<file path="src/rtl/ac_gain_meter_pkg.sv">
// Shared types, default sizes and helpers for the AC gain meter.
package ac_gain_meter_pkg;

  localparam int unsigned DW       = 16;
  localparam int unsigned WIN_LOG2 = 10;
  localparam int unsigned ACC_W    = DW + WIN_LOG2;
  localparam int unsigned GW       = 16;
  localparam int unsigned QF       = 8;

  typedef enum logic [1:0] {IDLE, ACCUM, DIVIDE, DONE} state_e;

  // Magnitude of a signed sample; the most negative value maps to 2**(DW-1) exactly.
  function automatic logic [DW-1:0] absval(input logic [DW-1:0] x);
    return x[DW-1] ? DW'(-x) : x;
  endfunction

endpackage

</file>
<file path="src/rtl/gain_div_seq.sv">
// Sequential restoring divider, one quotient bit per cycle MSB first.
// The caller guarantees num >> QW < den so the quotient fits in QW bits.
module gain_div_seq #(
  parameter int unsigned NW   = 28,
  parameter int unsigned DENW = 20,
  parameter int unsigned QW   = 16
) (
  input  logic            clk,
  input  logic            rst,
  input  logic            start,
  input  logic [NW-1:0]   num,
  input  logic [DENW-1:0] den,
  output logic            busy,
  output logic            done,
  output logic [QW-1:0]   quo
);

  localparam int unsigned CW = $clog2(QW + 1);

  logic [DENW-1:0] den_q;
  logic [DENW-1:0] rem_q;
  logic [QW-1:0]   nlo_q;
  logic [CW-1:0]   cnt_q;

  logic [DENW-1:0] rem_src_c;
  logic [DENW-1:0] den_src_c;
  logic [DENW-1:0] rem_new_c;
  logic            bit_src_c;
  logic [DENW:0]   trial_c;
  logic            ge_c;

  // The start cycle already produces the first quotient bit from the numerator's upper part.
  always_comb begin
    rem_src_c = start ? DENW'(num[NW-1:QW]) : rem_q;
    bit_src_c = start ? num[QW-1] : nlo_q[QW-1];
    den_src_c = start ? den : den_q;
    trial_c   = {rem_src_c, bit_src_c};
    ge_c      = (trial_c >= {1'b0, den_src_c});
    rem_new_c = ge_c ? DENW'(trial_c - {1'b0, den_src_c}) : trial_c[DENW-1:0];
  end

  always_ff @(posedge clk or posedge rst) begin
    if (rst) begin
      den_q <= '0;
      rem_q <= '0;
      nlo_q <= '0;
      cnt_q <= '0;
      quo   <= '0;
      busy  <= 1'b0;
      done  <= 1'b0;
    end else begin
      done <= 1'b0;
      if (start) begin
        den_q <= den;
        rem_q <= rem_new_c;
        nlo_q <= num[QW-1:0] << 1;
        quo   <= QW'(ge_c);
        cnt_q <= CW'(QW - 1);
        busy  <= 1'b1;
      end else if (busy) begin
        rem_q <= rem_new_c;
        nlo_q <= nlo_q << 1;
        quo   <= {quo[QW-2:0], ge_c};
        cnt_q <= cnt_q - CW'(1);
        if (cnt_q == CW'(1)) begin
          busy <= 1'b0;
          done <= 1'b1;
        end
      end
    end
  end

endmodule

</file>
<file path="src/rtl/ac_gain_meter.sv">
// Windowed |out|/|in| gain meter in UQ(GW-QF).QF fixed point.
// Define AC_GAIN_CLIP_DET_EN to enable full-scale clip detection on the clip output.
module ac_gain_meter #(
  parameter int unsigned DW       = 16,
  parameter int unsigned WIN_LOG2 = 10,
  parameter int unsigned GW       = 16,
  parameter int unsigned QF       = 8
) (
  input  logic          clk,
  input  logic          rst,
  input  logic          start,
  input  logic          in_valid,
  input  logic [DW-1:0] in_smp,
  input  logic [DW-1:0] out_smp,
  output logic          busy,
  output logic          done,
  output logic [GW-1:0] gain,
  output logic          div_zero,
  output logic          sat,
  output logic          clip
);

  import ac_gain_meter_pkg::*;

  localparam int unsigned AW = DW + WIN_LOG2;
  localparam int unsigned NW = AW + QF;
  localparam int unsigned SW = AW + GW - QF;
  localparam int unsigned CW = WIN_LOG2 + 1;
  localparam logic [CW-1:0] LAST = CW'((1 << WIN_LOG2) - 1);

  state_e        state_q;
  logic [AW-1:0] acc_in_q;
  logic [AW-1:0] acc_out_q;
  logic [CW-1:0] cnt_q;
  logic          pend_dz_q;
  logic          pend_sat_q;

  logic          acc_en_c;
  logic          div_first_c;
  logic          zero_c;
  logic          sat_c;
  logic          div_start_c;
  logic [NW-1:0] num_c;
  logic          div_busy;
  logic          div_done;
  logic [GW-1:0] div_quo;

  // First DIVIDE cycle is the one where the divider has neither started nor finished.
  assign acc_en_c    = (state_q == ACCUM) && in_valid;
  assign div_first_c = (state_q == DIVIDE) && !div_busy && !div_done;
  assign zero_c      = (acc_in_q == '0);
  assign sat_c       = (SW'(acc_out_q) >= (SW'(acc_in_q) << (GW - QF)));
  assign div_start_c = div_first_c && !zero_c && !sat_c;
  assign num_c       = NW'(acc_out_q) << QF;

  gain_div_seq #(
    .NW  (NW),
    .DENW(AW),
    .QW  (GW)
  ) u_div (
    .clk  (clk),
    .rst  (rst),
    .start(div_start_c),
    .num  (num_c),
    .den  (acc_in_q),
    .busy (div_busy),
    .done (div_done),
    .quo  (div_quo)
  );

  always_ff @(posedge clk or posedge rst) begin
    if (rst) begin
      state_q    <= IDLE;
      acc_in_q   <= '0;
      acc_out_q  <= '0;
      cnt_q      <= '0;
      pend_dz_q  <= 1'b0;
      pend_sat_q <= 1'b0;
      busy       <= 1'b0;
      done       <= 1'b0;
      gain       <= '0;
      div_zero   <= 1'b0;
      sat        <= 1'b0;
    end else begin
      done <= 1'b0;
      unique case (state_q)
        IDLE: begin
          if (start) begin
            acc_in_q  <= '0;
            acc_out_q <= '0;
            cnt_q     <= '0;
            busy      <= 1'b1;
            state_q   <= ACCUM;
          end
        end
        ACCUM: begin
          if (acc_en_c) begin
            acc_in_q  <= acc_in_q + AW'(absval(in_smp));
            acc_out_q <= acc_out_q + AW'(absval(out_smp));
            cnt_q     <= cnt_q + CW'(1);
            if (cnt_q == LAST) state_q <= DIVIDE;
          end
        end
        DIVIDE: begin
          if (div_first_c) begin
            pend_dz_q  <= zero_c;
            pend_sat_q <= !zero_c && sat_c;
            if (zero_c || sat_c) state_q <= DONE;
          end else if (div_done) begin
            state_q <= DONE;
          end
        end
        DONE: begin
          done     <= 1'b1;
          busy     <= 1'b0;
          div_zero <= pend_dz_q;
          sat      <= pend_sat_q;
          gain     <= (pend_dz_q || pend_sat_q) ? '1 : div_quo;
          state_q  <= IDLE;
        end
        default: state_q <= IDLE;
      endcase
    end
  end

`ifdef AC_GAIN_CLIP_DET_EN
  localparam logic [DW-1:0] SMAX = {1'b0, {(DW-1){1'b1}}};
  localparam logic [DW-1:0] SMIN = {1'b1, {(DW-1){1'b0}}};

  logic clip_seen_q;
  logic clip_q;
  logic hit_c;

  assign hit_c = (in_smp == SMAX) || (in_smp == SMIN) ||
                 (out_smp == SMAX) || (out_smp == SMIN);

  // Sticky full-scale flag over the window, published together with gain.
  always_ff @(posedge clk or posedge rst) begin
    if (rst) begin
      clip_seen_q <= 1'b0;
      clip_q      <= 1'b0;
    end else begin
      if (state_q == IDLE && start) clip_seen_q <= 1'b0;
      else if (acc_en_c && hit_c)  clip_seen_q <= 1'b1;
      if (state_q == DONE) clip_q <= clip_seen_q;
    end
  end

  assign clip = clip_q;
`else
  assign clip = 1'b0;
`endif

endmodule
</file>
<file path="config.mk">
export PLATFORM = sky130hd
export DESIGN_NAME = ac_gain_meter
export DESIGN_NICKNAME = d
export VERILOG_FILES = /design/src/rtl/ac_gain_meter_pkg.sv /design/src/rtl/gain_div_seq.sv /design/src/rtl/ac_gain_meter.sv
export SDC_FILE = /design/constraint.sdc
export NUM_CORES = 1
export LEC_CHECK = 0
export ABC_AREA = 1
export CAP_MARGIN = 20
export CELL_PAD_IN_SITES_DETAIL_PLACEMENT = 2
export CELL_PAD_IN_SITES_GLOBAL_PLACEMENT = 2
export CORE_ASPECT_RATIO = 1.25
export CORE_MARGIN = 2
export CORE_UTILIZATION = 38
export DETAILED_ROUTE_END_ITERATION = 7
export PLACE_DENSITY = 0.94
export SLEW_MARGIN = 40
export SYNTH_ARGS = -nofsm -noshare
export SYNTH_HDL_FRONTEND = slang
export SYNTH_HIERARCHICAL = 1
export SYNTH_SLANG_ARGS = --single-unit
export TNS_END_PERCENT = 10
</file>
<file path="constraint.sdc">
create_clock -name clk -period 6.35 [get_ports clk]
set_input_delay 0.635 -clock clk [delete_from_list [all_inputs] [get_ports clk]]
set_output_delay 0.635 -clock clk [all_outputs]
set_load 0.01 [all_outputs]
</file>
# After elaboration in Yosys (flattened, before gate mapping)
# Index checks and enable logic that the tools add are counted.
dict set report totals {
  out_inout_bits 21
  regBits 178
  input_bits 36
  rom_bits 0
  ram_bits 0
  mem_count 0
  elab_cells 97
  latchBits 0
}
dict set report op_classes {
  n_mux 39
  magnitude_cmp 2
  div 0
  mul 0
  n_bitwise 0
  n_addsub 7
  eq_ne 10
  n_reduce_logical 21
  n_shift 0
}
# op count
set ops {}
lappend ops {{26-bit 2-to-1 mux} 8}
lappend ops {{16-bit 2-to-1 mux} 7}
lappend ops {{26-bit case mux with 2 select lines} 2}
lappend ops {{26-bit by 16-bit adder with 26-bit output} 2}
lappend ops {{26-bit by 34-bit >= comparator with 1-bit output} 1}
lappend ops {{16-bit negation} 2}
lappend ops {{27-bit by 26-bit >= comparator with 1-bit output} 1}
lappend ops {{26-bit logical NOT} 1}
lappend ops {{26-bit subtractor} 1}
lappend ops {{11-bit 2-to-1 mux} 2}
lappend ops {{11-bit case mux with 2 select lines} 1}
lappend ops {{2-bit 2-to-1 mux} 6}
lappend ops {{11-bit by 1-bit adder with 11-bit output (second input constant)} 1}
lappend ops {{11-bit by 10-bit equality test with 1-bit output (second input constant)} 1}
lappend ops {{5-bit 2-to-1 mux} 2}
lappend ops {{1-bit 2-to-1 mux} 9}
lappend ops {{2-bit case mux with 4 select lines} 1}
lappend ops {{1-bit logical AND} 6}
lappend ops {{3-bit by 2-bit inequality test with 1-bit output (second input constant)} 2}
lappend ops {{2-bit nonzero test} 3}
lappend ops {{5-bit by 1-bit equality test with 1-bit output (second input constant)} 1}
lappend ops {{5-bit AND reduction} 1}
lappend ops {{5-bit by 1-bit subtractor with 5-bit output (second input constant)} 1}
lappend ops {{2-bit equality test (second input constant)} 2}
lappend ops {{9 further kinds} 15}

# Logic depth before layout (Yosys ltp)
# Gate-level depths: netlist of run 1.
dict set report depth {
  word_depth 10
  mapped_depth 31
  mapped_depth_nobuf 29
}

# Modules after synthesis
# The synthesis of run 1 kept the hierarchy.
# module cells_per_inst area_per_inst_um2 instances
set modules_own_cells {}
lappend modules_own_cells {ac_gain_meter 1138 7392.1 1}
lappend modules_own_cells {gain_div_seq 881 6119.6 1}

# Worst setup path after synthesis of run 1
# OpenSTA, ideal clock, no wires.
dict set report synth_path {
  path_kind {reg2reg}
  startpoint {reg acc_in_q[16]}
  endpoint {reg u_div.rem_q[1]}
  path_buffers 3
  slack_ns 2.786
  arrival_ns 3.443
  stages_incl_launch_ff 29
  period_less_slack_ns 3.564
  path_cell_list {dfrtp_1 > inv_1 > ha_1 > nand2_1 > nor2_1 > nand4_1 > nor2_1 > nand2_1 > nand4_1 > inv_1 > inv_2 > clkbuf_1 > clkbuf_1 > nand2_1 > nand2_1 > ha_1 > nand2_2 > inv_2 > nand2_1 > nand2_1 > nand2_1 > nand2_1 > a21oi_4 > nand3_4 > nand2_8 > inv_8 > buf_12 > nand2_2 > nand3_2}
}
dict set report synth_between {
  elab_chain_cells 9
  word_cells_on_any_way 15
}
# element line_no
set synth_lines {}
lappend synth_lines {{from (decl)} ac_gain_meter.sv:32} ;# logic [AW-1:0] acc_in_q;
lappend synth_lines {{from (signal assigned)} ac_gain_meter.sv:98} ;# acc_in_q <= acc_in_q + AW'(absval(in_smp));
lappend synth_lines {{branches (longest 3 deep; another with 26-bit by 34-bit >= comparator with 1-bit output)} -}
lappend synth_lines {{1-bit logical AND (*)} ac_gain_meter.sv:53} ;# assign div_start_c = div_first_c && !zero_c && !sat_c;
lappend synth_lines {{net div_start_c} ac_gain_meter.sv:42} ;# logic div_start_c;
lappend synth_lines {{1-bit 2-to-1 mux, or another cell as far along} gain_div_seq.sv:35} ;# bit_src_c = start ? num[QW-1] : nlo_q[QW-1];
lappend synth_lines {{26-bit subtractor or 27-bit by 26-bit >= comparator with 1-bit output (tied branches)} {gain_div_seq.sv:39, gain_div_seq.sv:38}}
lappend synth_lines {{26-bit 2-to-1 mux} gain_div_seq.sv:39} ;# rem_new_c = ge_c ? DENW'(trial_c - {1'b0, den_src_c}) : trial_c[DENW-1:0];
lappend synth_lines {{26-bit 2-to-1 mux} gain_div_seq.sv:60} ;# end else if (busy) begin
lappend synth_lines {{26-bit 2-to-1 mux} gain_div_seq.sv:53} ;# if (start) begin
lappend synth_lines {{to (signal assigned)} gain_div_seq.sv:55} ;# rem_q <= rem_new_c;
lappend synth_lines {{to (signal assigned)} gain_div_seq.sv:61} ;# rem_q <= rem_new_c;
lappend synth_lines {{to (decl)} gain_div_seq.sv:21} ;# logic [DENW-1:0] rem_q;
# Mark *: on every way through the listed nets, which the timed path passes. The select of a mux whose other input is x is not followed.
# A chain may end at the register's enable or synchronous reset.

# Worst setup path in the final report of run 1
dict set report layout_path {
  startpoint {reg acc_in_q[5]}
  endpoint {reg u_div.rem_q[13]}
}
# Same word-level chain as after synthesis.

==> PnR_summary.wiki, run 1 <==
{| class="wikitable"
! Metric !! Value
|-
| Status || completed
|-
| Post-CTS setup buffer count || 0
|-
| Clock sink count || 177
|-
| Final-layout worst hold slack || 0.511 ns
|-
| Worst Setup Start Kind || register
|-
| Top cell type's share of synthesized area || 32.8%
|-
| Path class of the lowest-slack min-delay path || in -> async
|-
| Vias in the first global route || 17200
|-
| Fraction of power spent switching nets || 59.4%
|-
| Top cell family by delay on the critical path || simple AND/OR/NAND/NOR gates
|-
| Maximum clock skew at final layout || 0.0179 ns
|-
| Largest net degree at the start of global routing || 74
|-
| DR top layer || met5
|-
| Buffers and inverters on the worst path || 5
|-
| Dpl hpwl || 45500 um
|-
| Global-route usage over all layers || 36.5%
|-
| Htree depth || 4
|-
| Min Clock Period, post-route || 5.60 ns
|-
| Wire length of the first global-routing pass || 104000 um
|-
| Sequential cell fraction of total power || 20.7%
|-
| Final setup violating endpoints || 0
|-
| Slack of the critical path || 0.753 ns
|-
| Die Area || 37100 um2
|-
| Number of iterations in the first detailed-routing pass || 7
|-
| Syn_area_per_cell || 6.69 um2
|-
| Number of register bits inferred by synthesis || 177
|-
| Number of max-cap violations || 0
|-
| Count of synthesis-stage warnings from yosys || 6
|-
| Mapped Cells || 2019
|-
| Cell taking the most area after synthesis || sky130_fd_sc_hd__dfrtp_1
|-
| Most frequent standard cell in the layout excluding fill and tap cells || sky130_fd_sc_hd__nand2_1
|-
| Count of standard-cell rows || 77
|-
| Static leakage || 7.93 nW
|-
| Hold buffers post-CTS || 0
|-
| Vertical extent of the die || 215 um
|-
| Critical path's most frequent cell || sky130_fd_sc_hd__nand2_1
|-
| Standard cell core area || 35300 um2
|-
| Final clock period utilization by the worst path || 88.1%
|-
| Grt total ovfl || 0
|-
| Crit-path cells || inv_1 -> ha_1 -> nand2_1 -> inv_1 -> nand2_1 -> nand2_1 -> nand2_1 -> nand3_1 -> nand2_1 -> nand4_1 -> inv_2 -> buf_6 -> o21ai_0 -> ha_1 -> nand2_1 -> nand3_1 -> nand3_1 -> nand3_2 -> nand2_2 -> nand4_2 -> inv_2 -> nand2_1 -> nand3_1
|-
| Maximum clock rate || 179 MHz
|-
| Data arrival, critical path || 5.98 ns
|-
| Post-detailed-route via-to-cell ratio || 5.81
|-
| Clock network power share || 11.7%
|-
| PostCTS Resize Cnt || 0
|-
| Area Growth Syn to Fin || 12.0%
|-
| Cell internal pwr || 0.00401 W
|-
| Starting Density || 38.3%
|-
| Clock insertion delay at the later pin of the skew report || 0.48 ns
|-
| Count of input and output buffers || 55
|-
| Slew of the pin with the lowest slew margin || 0.849 ns
|-
| CP max stage cell || sky130_fd_sc_hd__dfrtp_1
|-
| Wire length on met3 || 2850 um
|-
| I/O pin count || 57
|-
| Routed vias || 14800
|-
| Fin. max-slew vios || 0
|-
| Normalized max-slew margin || 43.1%
|-
| Comb pwr share || 67.6%
|-
| Top cells by area in the synthesized netlist || sky130_fd_sc_hd__dfrtp_1 33%, sky130_fd_sc_hd__nand2_1 18%, sky130_fd_sc_hd__ha_1 8.6%
|-
| Net count reported at finish || 2195
|-
| Worst IR drop on VDD || 239 uV
|-
| Largest stage delay on the critical path || 0.60 ns
|-
| CP Capture Type || register
|-
| Final GP Congestion || 0.921
|-
| Average wire length per cell after detail routing || 26.1 um
|-
| Initial DRC Count || 1040
|-
| Number of buffers inserted during clock tree synthesis || 17
|-
| Fraction of final layout cells sized beyond drive strength 1 || 6.94%
|-
| Net switching component of the power || 0.00586 W
|-
| Final count of hold timing violations || 0
|-
| Sequential fraction of the synthesis area || 32.8%
|-
| Largest driver fanout on the critical path || 73
|-
| Fillcell total || 4262
|-
| Number of unique standard cell types used by synthesis || 52
|-
| Setup slack at placement || 1.08 ns
|-
| Routed Wire Length || 66600 um
|-
| Setup TNS after final layout || 0 ns
|-
| Horiz. Die Dim || 173 um
|-
| Power Density || 652 nW/um2
|-
| Met2 Wirelength || 34700 um
|-
| Root buffer cell || sky130_fd_sc_hd__clkbuf_16
|-
| Clock Pin Slew Worst Setup and Hold Paths || 0.09 ns
|-
| TritonCTS clock tree || yes
|-
| Maximum number of buffers from clock root to sink || 2
|-
| DR DRC count || 0
|-
| Routed Antenna Nets || 0
|-
| Data required time of the worst path || 6.74 ns
|-
| Metal1 wirelength || 24600 um
|-
| Initial antenna violation count || 3
|-
| N_diodes || 0
|-
| Highest-count cells in the layout ignoring fill and taps || 641 x sky130_fd_sc_hd__nand2_1, 297 x sky130_fd_sc_hd__inv_1, 213 x sky130_fd_sc_hd__nor2_1
|-
| Unrepaired setup endpoints after global routing || false
|-
| Synth Cell Area || 13500 um2
|-
| Setup CP Type || reg -> reg
|}
-- layout make-up --
| type | count | area, um2 | share of cell area [%] |
|---|---|---|---|
| clock inverter | 15 | 180 | 1.19 |
| clock buffer | 17 | 425 | 2.81 |
| sequential | 177 | 4430 | 29.3 |
| timing repair buffer | 60 | 599 | 3.96 |
| multi-input combinational | 1492 | 7700 | 50.9 |
| tap | 474 | 593 | 3.92 |
| inverter | 315 | 1190 | 7.90 |
-- cells in the mapped netlist, drive strengths merged --
library cell / n
clkbuf: 23
dfrtp: 177
o21a: 3
nand3b: 7
and2: 2
inv: 314
nand2: 665
a22o: 3
ha: 93
nor2: 228
xnor2: 7
buf: 20
a21oi: 101
clkinv: 1
o21ai: 99
nor4: 4
nand4: 27
nor3: 23
a22oi: 1
o211ai: 6
conb: 1
xor2: 33
and3: 1
fa: 3
o31ai: 1
or2: 30
o22ai: 21
a21o: 1
a32o: 2
nand3: 112
o21bai: 6
o221ai: 4
-- cell families after synthesis --
logic type               Yosys count  share of synthesized area [%]
XOR/XNOR                          40                           2.59
other                              1                         0.0278
adder cells (fa/ha/maj)           96                           9.06
flip-flops                       177                           32.8
AND/OR/NAND/NOR                 1099                           34.8
AO/OA/AOI/OAI                    248                           10.2
buffers and inverters            358                           10.5
-- final timing paths --
path                                                  from                           to  slack [ns]  cells after the start
max in group asynchronous                              rst  u_div/rem_q[11]$_DFFE_PP0P_        4.67                      3
worst max-delay path               acc_in_q[5]$_DFFE_PP0P_  u_div/rem_q[13]$_DFFE_PP0P_        0.75                     23
worst min-delay path                                   rst         gain[10]$_DFFE_PP0P_        0.51                      2
min in group clk                u_div/rem_q[5]$_DFFE_PP0P_   u_div/rem_q[5]$_DFFE_PP0P_        0.52                      2
worst max register to register     acc_in_q[5]$_DFFE_PP0P_  u_div/rem_q[13]$_DFFE_PP0P_        0.75                     23
worst min register to register  u_div/rem_q[5]$_DFFE_PP0P_   u_div/rem_q[5]$_DFFE_PP0P_        0.52                      2
-- power groups by stage --
stage          sequential [W]  combinational, W  clock, W
2_1_floorplan         0.00182           0.00415         0
3_3_place_gp          0.00192           0.00547         0
3_5_place_dp          0.00199           0.00611         0
4_1_cts               0.00201           0.00652   0.00116
5_1_grt               0.00206           0.00718   0.00119
6_report              0.00204           0.00667   0.00115
-- metal layers --
layer	vias up	global-route usage, %
met2	573	66.2
met3	275	5.75
li1	6420	-
met4	2	24.1
met1	7545	39.0
met5	-	0
-- metrics by stage --
step	total power [W]	std cells	cell area (um2)	util, %
after detailed placement	0.00810	2518	14500	41.1
after floorplan	0.00598	2027	13500	-
final	0.00986	2550	15100	42.9
after CTS	0.00969	2550	15100	42.9
after global routing	0.0104	2550	15100	42.9
after global placement	0.00740	2518	14500	41.1
-- sequential cells by signal (all words and copies together) (netlist names) --
name,cells
div_zero,1
u_div/done,1
pend_sat_q,1
done,1
u_div/busy,1
pend_dz_q,1
u_div/nlo_q,15
u_div/rem_q,26
acc_in_q,26
state_q,2
acc_out_q,26
cnt_q,11
u_div/cnt_q,5
u_div/den_q,26
u_div/quo,16
sat,1
gain,16
busy,1
No activity file was read; power rests on OpenSTA's default activity.
==> inputs of run 2 (changes only) <==
--- a/config.mk
+++ b/config.mk
@@ -12,6 +12,7 @@
 export CORE_ASPECT_RATIO = 1.25
 export CORE_MARGIN = 2
 export CORE_UTILIZATION = 38
+export CTS_CLUSTER_DIAMETER = 100
 export DETAILED_ROUTE_END_ITERATION = 7
 export PLACE_DENSITY = 0.94
 export SLEW_MARGIN = 40
==> results of run 2 <==
Final layout, timing and power as in run 1 (identical DEF).
==> inputs of run 3 (changes only) <==
--- a/config.mk
+++ b/config.mk
@@ -11,10 +11,10 @@
 export CELL_PAD_IN_SITES_GLOBAL_PLACEMENT = 2
 export CORE_ASPECT_RATIO = 1.25
 export CORE_MARGIN = 2
-export CORE_UTILIZATION = 38
+export CORE_UTILIZATION = 35
 export CTS_CLUSTER_DIAMETER = 100
 export DETAILED_ROUTE_END_ITERATION = 7
-export PLACE_DENSITY = 0.94
+export PLACE_DENSITY = 0.88
 export SLEW_MARGIN = 40
 export SYNTH_ARGS = -nofsm -noshare
 export SYNTH_HDL_FRONTEND = slang
==> constraint.sdc (replaced) <==
create_clock -name clk -period 5.8 [get_ports clk]
set_input_delay 0.58 -clock clk [delete_from_list [all_inputs] [get_ports clk]]
set_output_delay 0.58 -clock clk [all_outputs]
set_load 0.01 [all_outputs]
==> run 3 against run 2 <==
  * Via count fell by 2.7%
  * Sequential share of layout area fell by 0.11 points
  * Setup slack got worse by 0.31 ns
  * Combinational power rose by 6.0%
  * Largest power group unchanged
  * Wire length fell by 7.2%
  * Design area rose by 0.37%
  * Critical path depth fell by 1
  * Maximum frequency rose by 4.5%
  * Clock-buffer cell count did not move
  * Register-to-register slack got worse by 0.31 ns
==> PnR_summary.wiki, run 3 (same netlist as run 1, synthesis figures left out) <==
{| class="wikitable"
! Metric !! Value
|-
| Clock sink count || 177
|-
| Critical path's most frequent cell || sky130_fd_sc_hd__nand3_1
|-
| Final count of hold timing violations || 0
|-
| Setup TNS after final layout || 0 ns
|-
| Fraction of final layout cells sized beyond drive strength 1 || 7.03%
|-
| Largest driver fanout on the critical path || 39
|-
| Maximum clock rate || 187 MHz
|-
| Slew of the pin with the lowest slew margin || 0.838 ns
|-
| Initial antenna violation count || 0
|-
| Root buffer cell || sky130_fd_sc_hd__clkbuf_16
|-
| Status || completed
|-
| Worst IR drop on VDD || 265 uV
|-
| Horiz. Die Dim || 180 um
|-
| Count of standard-cell rows || 80
|-
| TritonCTS clock tree || yes
|-
| Global-route usage over all layers || 31.1%
|-
| Unrepaired setup endpoints after global routing || false
|-
| Static leakage || 7.95 nW
|-
| Power Density || 694 nW/um2
|-
| Routing usage on met2 || 56.9%
|-
| Final non-filler cell total || 2570
|-
| DR DRC count || 0
|-
| Dpl cells || 2538
|-
| I/O pin count || 57
|-
| Area Growth Syn to Fin || 12.4%
|-
| Vertical extent of the die || 224 um
|-
| Count of input and output buffers || 55
|-
| Min Clock Period, post-route || 5.35 ns
|-
| CP max stage cell || sky130_fd_sc_hd__inv_2
|-
| Routed Antenna Nets || 0
|-
| Cell area after placement || 14500 um2
|-
| Number of iterations in the first detailed-routing pass || 5
|-
| Path class of the lowest-slack min-delay path || in -> async
|-
| Met3 usage in global routing || 4.05%
|-
| Post-detailed-route via-to-cell ratio || 5.61
|-
| Maximum number of buffers from clock root to sink || 2
|-
| Final GP Congestion || 0.881
|-
| Buffers and inverters on the worst path || 4
|-
| Clock insertion delay at the later pin of the skew report || 0.48 ns
|-
| Maximum clock skew at final layout || 0.0135 ns
|-
| Fin. max-slew vios || 0
|-
| Starting Density || 35.4%
|-
| PostCTS Resize Cnt || 0
|-
| Net count reported at finish || 2197
|-
| Data arrival, critical path || 5.74 ns
|-
| Htree depth || 4
|-
| Average wire length per cell after detail routing || 24.1 um
|-
| Crit-path cells || inv_1 -> ha_1 -> nand2_1 -> nor2_1 -> nand2_1 -> nor2_1 -> nand3_1 -> nand4_1 -> inv_2 -> inv_2 -> or2_2 -> o21ai_0 -> ha_1 -> nand3_1 -> nand3_1 -> nand3_1 -> nand3_2 -> nand2_2 -> nand4_2 -> inv_2 -> nand2_1 -> nand3_1
|-
| GR Layer Usage met1 || 34.2%
|-
| N_diodes || 0
|-
| Initial DRC Count || 843
|-
| Dpl hpwl || 41200 um
|-
| Standard cell core area || 38100 um2
|-
| Number of buffers inserted during clock tree synthesis || 17
|-
| Hold buffers post-CTS || 0
|-
| Clock Pin Slew Worst Setup and Hold Paths || 0.09 ns
|-
| Post-CTS setup buffer count || 0
|-
| Normalized max-slew margin || 43.8%
|-
| Setup CP Type || reg -> reg
|-
| Final clock period utilization by the worst path || 92.3%
|-
| Die Area || 40200 um2
|-
| CP Capture Type || register
|-
| Final setup violating endpoints || 0
|-
| Most frequent standard cell in the layout excluding fill and tap cells || sky130_fd_sc_hd__nand2_1
|-
| Vias in the first global route || 16500
|-
| Routed vias || 14400
|-
| Highest-count cells in the layout ignoring fill and taps || 641 x sky130_fd_sc_hd__nand2_1, 298 x sky130_fd_sc_hd__inv_1, 213 x sky130_fd_sc_hd__nor2_1
|-
| Wire length of the first global-routing pass || 97300 um
|-
| Worst Setup Start Kind || register
|-
| Largest stage delay on the critical path || 0.52 ns
|-
| Routed Wire Length || 61800 um
|-
| Global-route layer with the greatest usage || met2
|-
| Data required time of the worst path || 6.19 ns
|-
| Grt total ovfl || 0
|-
| Largest net degree at the start of global routing || 76
|-
| Design area || 15200 um2
|-
| Top cell family by delay on the critical path || simple AND/OR/NAND/NOR gates
|-
| Number of max-cap violations || 0
|}
==> run 3: cell types whose count changed in the layout (fill, tap and decap cells not counted), sizes merged <==
cell,delta
buf,+2
clkinv,+1
clkinvlp,-1
==> run 3: final cells by class <==
class	instances	area [um2]
Inverter	315	1200
Multi-Input combinational cell	1492	7700
Sequential cell	177	4430
Clock inverter	15	199
Timing Repair Buffer	62	611
Tap cell	492	616
Clock buffer	17	425
Fill cell	4600	23000
==> run 3: report_power, final <==
group	switching (W)	internal [W]
clock	0.000684	0.000596
sequential	0.000444	0.00174
combinational	0.00502	0.00206
==> run 3: path summary, 6_finish.rpt <==
check                                           start                           to  slack, ns  cells after the start
max                           acc_in_q[7]$_DFFE_PP0P_  u_div/rem_q[11]$_DFFE_PP0P_       0.45                     22
max reg2reg                   acc_in_q[7]$_DFFE_PP0P_  u_div/rem_q[11]$_DFFE_PP0P_       0.45                     22
min in group clk           u_div/rem_q[5]$_DFFE_PP0P_   u_div/rem_q[5]$_DFFE_PP0P_       0.52                      2
max in group asynchronous                         rst      acc_in_q[5]$_DFFE_PP0P_       4.21                      3
min reg2reg                u_div/rem_q[5]$_DFFE_PP0P_   u_div/rem_q[5]$_DFFE_PP0P_       0.52                      2
min                                               rst    u_div/quo[12]$_DFFE_PP0P_       0.49                      2
==> run 3: per-stage QoR <==
| step | util, % | power [W] | setup slack (ns) | hold WS (ns) |
|---|---|---|---|---|
| 2_1_floorplan | - | 0.00654 | 2.24 | 0.444 |
| 3_3_place_gp | 38.1 | 0.00818 | 0.983 | 0.464 |
| 3_5_place_dp | 38.1 | 0.00870 | 0.762 | 0.479 |
| 4_1_cts | 39.8 | 0.0105 | 0.275 | 0.490 |
| 5_1_grt | 39.8 | 0.0113 | 0.257 | 0.519 |
| 6_report | 39.8 | 0.0105 | 0.446 | 0.488 |
==> run 3: metal layers <==
metal	vias up	share of wire, %
met3	218	3.6
met2	420	52
li1	6434	-
met1	7339	38
met5	-	0
met4	0	6.1
